### src/rtl/bcd_seg_scan.sv
// bcd_seg_scan: 3-digit multiplexed common-anode 7-segment driver for BCD digits,
// with a guard cycle per slot, frame-coherent shadow capture and leading-zero blanking.
module bcd_seg_scan #(
   parameter int SCAN_DIV = 50000
) (
   input  logic       clk,
   input  logic       rst_n,
   input  logic       en,
   input  logic       blank_lz,
   input  logic [1:0] hundred,
   input  logic [3:0] decade,
   input  logic [3:0] unit,
   output logic [6:0] seg,
   output logic [2:0] dig_sel,
   output logic       frame_done
);
   localparam int PW = (SCAN_DIV > 2) ? $clog2(SCAN_DIV) : 1;

   typedef enum logic [1:0] {UNIT, DECADE, HUNDRED} idx_t;

   idx_t          idx, idx_nx;
   logic [PW-1:0] p, p_nx;
   logic [1:0]    sh_h;
   logic [3:0]    sh_d, sh_u, digit;
   logic          tick, wrap, blank;
   logic [6:0]    seg_nx;
   logic [2:0]    dig_nx;

   function automatic logic [6:0] dec(input logic [3:0] v);
      case (v)
         4'd0:    dec = 7'h40;
         4'd1:    dec = 7'h79;
         4'd2:    dec = 7'h24;
         4'd3:    dec = 7'h30;
         4'd4:    dec = 7'h19;
         4'd5:    dec = 7'h12;
         4'd6:    dec = 7'h02;
         4'd7:    dec = 7'h78;
         4'd8:    dec = 7'h00;
         4'd9:    dec = 7'h10;
         default: dec = 7'h06;
      endcase
   endfunction

   assign tick = p == PW'(SCAN_DIV - 1);
   assign wrap = tick && idx == HUNDRED;

   always_comb begin
      idx_nx = !en ? UNIT : !tick ? idx : idx == UNIT ? DECADE : idx == DECADE ? HUNDRED : UNIT;
      p_nx   = (!en || tick) ? '0 : p + 1'b1;
      digit  = idx == HUNDRED ? {2'b00, sh_h} : idx == DECADE ? sh_d : sh_u;
      // hundred blanks on zero; decade only when hundred is also zero
      blank  = blank_lz && sh_h == 2'd0 && (idx == HUNDRED || (idx == DECADE && sh_d == 4'd0));
      seg_nx = (!en || p == '0 || blank) ? 7'h7F : dec(digit);
      dig_nx = (!en || p == '0) ? 3'b111 : idx == UNIT ? 3'b110 : idx == DECADE ? 3'b101 : 3'b011;
   end

   always_ff @(posedge clk or negedge rst_n) begin
      if (!rst_n) begin
         p          <= '0;
         idx        <= UNIT;
         sh_h       <= '0;
         sh_d       <= '0;
         sh_u       <= '0;
         seg        <= 7'h7F;
         dig_sel    <= 3'b111;
         frame_done <= 1'b0;
      end else begin
         p          <= p_nx;
         idx        <= idx_nx;
         seg        <= seg_nx;
         dig_sel    <= dig_nx;
         frame_done <= en && wrap;
         if (!en || wrap) begin
            sh_h <= hundred;
            sh_d <= decade;
            sh_u <= unit;
         end
      end
   end
endmodule

### config.mk
export PLATFORM = sky130hd
export DESIGN_NAME = bcd_seg_scan
export DESIGN_NICKNAME = d
export VERILOG_FILES = /design/src/rtl/bcd_seg_scan.sv
export SDC_FILE = /design/constraint.sdc
export NUM_CORES = 1
export LEC_CHECK = 0
export CAP_MARGIN = 40
export CELL_PAD_IN_SITES_DETAIL_PLACEMENT = 0
export CELL_PAD_IN_SITES_GLOBAL_PLACEMENT = 1
export CORE_MARGIN = 4
export CORE_UTILIZATION = 46
export DETAILED_ROUTE_END_ITERATION = 10
export GPL_TIMING_DRIVEN = 0
export PLACE_DENSITY = 0.85
export SLEW_MARGIN = 25
export SYNTH_ARGS = -nofsm -noshare
export SYNTH_HDL_FRONTEND = slang
export SYNTH_SLANG_ARGS = --single-unit
### constraint.sdc
create_clock -name clk -period 5.41 [get_ports clk]
set_input_delay 1.3525 -clock clk [delete_from_list [all_inputs] [get_ports clk]]
set_output_delay 1.3525 -clock clk [all_outputs]
set_load 0.02 [all_outputs]
==> impl_results.md <==
* Most common cell in the netlist: dfrtp_1
* WS Path Type: register to primary output
* Initial Util at 48.2%
* Async SR Flop Fraction at 100%
* DIE WIDTH at 73.2 um
* Worst path bufs/invs at 1
* Critical Path AT at 1.40 ns
* Clock latency on the worst-skew pair at 0.28 ns
* Number of I/O pins at 25
* Max-slew violation count at 0
* Post-layout instance area at 0.00236 mm^2
* Post-detail-place hpwl at 2900 um
* Syn Nets at 203
* Multi-input gate area at 916 um^2
* MaxCap Viol Count at 0
* Post-Syn Instances at 182
* Total gr overflow at 0
* TritonCTS buffer count at 5
* VDD IR-drop max at 0.000145 V
* Critical path required time at 4.06 ns
* CP Launch Point: dig_sel[0]
* Maximum clock path buffer count at 2
* Yosys top cell area share at 37.1%
* FF+latch count, synth at 39
* Final setup fails at 0
* Worst Hold Class: register to register
* Hold Path Cell Cnt at 1
* Share of cells above drive strength 1 at 14.9%
* Crit. path cell count at 1
* Worst path max stage delay at 0.59 ns
* First-pass GRT wire length at 6360 um
* Routed vias at 1409
* EDFF count, synth at 0
* FF/Latch Area at 988 um^2
* Power Dens Cells at 252 mW/mm^2
* Die height at 73.2 um
* Crit share post-route at 50.9%
* Row cnt at 23
* WL per Instance at 14.5 um
* Synth unique cells at 38
* Dpl ws at 2.52 ns
* Post-Route WL at 3860 um
* CTS resizes at 0
* Max-slew headroom at 64.6%
* Tot GR Track Use at 15.3%
* Post-CTS Setup Repair Bufs at 0
* Clk slew on worst S/H paths at 0.07 ns
* CTS tree: built
* FF-to-FF Start: p[12]
* Reg2Reg Capture Point: sh_u[0]
* Top post-synthesis cells by area: dfrtp_1 37%, dfstp_2 13%, mux2i_1 5.1%, mux2_2 4.6%, ha_1 4.5%
* Cell taking the most area after synthesis: dfrtp_1
* # H-tree levels at 2
* Yosys warnings at 0
* Slew @ Worst Pin at 0.527 ns
* Status: finished clean
* Cells on worst reg2reg path at 5
* Top_reg_cell synth: dfrtp_1
* DP Area at 0.00228 mm^2
* Hold Fails Final Rpt at 0
* Critical path endpoint category: primary output
* Crit path max-delay family: buffers and inverters
* Final setup TNS at 0 ns
* Fillers at 324
* Largest net degree at the start of global routing at 24
* DRC at 0
* Mapped Avg Cell Area at 10.7 um^2
* Number of iterations in the first detailed-routing pass at 4
* Max FO, Critical Path at 1
* Vias in the first global route at 1334
* Antenna cells at 0
* Synth cell count leaders: 29 x dfrtp_1, 20 x nor2_1, 14 x nand2_1
* CP max-delay cell: clkdlybuf4s50_1
* Fin nets at 235
* Sink Count at 39
* Final GP Congestion at 0.786
* Post-Route Skew at 0.00864 ns
* Via density at 5.32
* Core area at 0.00406 mm^2
* Setup ws final at 2.66 ns
* I/O Buffers at 24
* Critical Path, Cell by Cell: clkdlybuf4s50_1
* Post-Syn Area at 0.00196 mm^2
* Detailed Route Iter0 Violations at 105
* Final period demand of the worst path at 2.75 ns
* CP Launch Type: register
* Hold-fix buffers, CTS at 0
* Final ANT Viol Nets at 0
* Critical path endpoint: dig_sel[0]
* Root Driver: clkbuf_8
* Full die area at 0.00536 mm^2
* Initial antenna violation count at 0
* FMAX at 363 MHz
* RSZ-0062 raised after global routing: no
* R2R Setup Slk at 3.41 ns
* Leakage at 0.935 nW
* Layout area overhead at 20.7%
* Sequential share of the synthesized area at 50.5%
==> sequential cells by signal, indices dropped and copies added (netlist names) <==
name,count
idx,2
dig_sel,3
sh_d,4
seg,7
frame_done,1
sh_h,2
p,16
sh_u,4
==> metrics by stage <==
step                      cells  util (%)  hold WS [ns]  total power [W]
after floorplan             182         -         0.473         0.000374
after global placement      256      55.7         0.487         0.000410
after detailed placement    257      56.2         0.510         0.000416
after CTS                   265      58.2         0.530         0.000604
after global routing        265      58.2         0.557         0.000626
final                       265      58.2         0.527         0.000596
==> power by group <==
group	switching (W)	total [W]	internal, W
logic	0.0000452	0.0000882	0.0000430
clock network	0.0000942	0.000186	0.0000916
registers	0.0000102	0.000322	0.000312
total	0.000150	0.000596	0.000446
==> how the worst min path moves through the flow <==
stage / startpoint / endpoint
final: sh_u[3] / sh_u[3]
after global routing: sh_h[0] / sh_h[0]
after CTS: sh_u[3] / sh_u[3]
after detailed placement: sh_u[3] / sh_u[3]
after global placement: p[0] / p[0]
after floorplan: p[0] / p[0]
==> logic make-up (layout without fill, tap and decap cells) <==
family	after synthesis	after routing	share of synthesized area, %
AOI/OAI and AO/OA	23	23	7.17
xor gates and xnor gates	12	12	5.37
adders and majority gates	7	7	4.48
buffers and inverters	12	45	2.62
DFF	39	39	50.5
muxes	21	21	11.5
and+or+nand+nor	68	68	18.4
==> final cells by class <==
type	count	share of cell area, %
Buffer	4	0.901
Multi-Input combinational cell	131	38.8
Tap cell	50	2.65
Inverter	8	1.27
Clock buffer	8	3.39
Timing Repair Buffer	25	11.1
Sequential cell	39	41.9
==> layout by cell type, fill, tap and decap left out, types with 2 or more instances in the layout <==
cell	count
nand3_1	6
dfstp_2	10
buf_2	3
mux2_2	8
nor2_1	20
xnor2_1	10
o21ai_0	8
xor2_1	2
o21a_1	4
and3_1	2
clkbuf_8	5
clkbuf_1	3
a21oi_1	5
inv_1	8
mux2_1	3
nor4_1	6
nand2_1	14
mux2i_1	10
nor2b_1	2
dfrtp_1	29
nor3_1	4
ha_1	7
nand4_1	3
and4_1	3
clkdlybuf4s50_1	23
==> metal layers <==
layer / GRT usage (%) / wire, um / vias to the layer above
met3: 3.72 / 132 / 5
met2: 23.7 / 1850 / 22
met4: 3.07 / 31 / 0
li1: - / - / 705
met1: 21.9 / 1840 / 677
met5: 0 / 0 / -
Power figures use the tool's default switching activity.
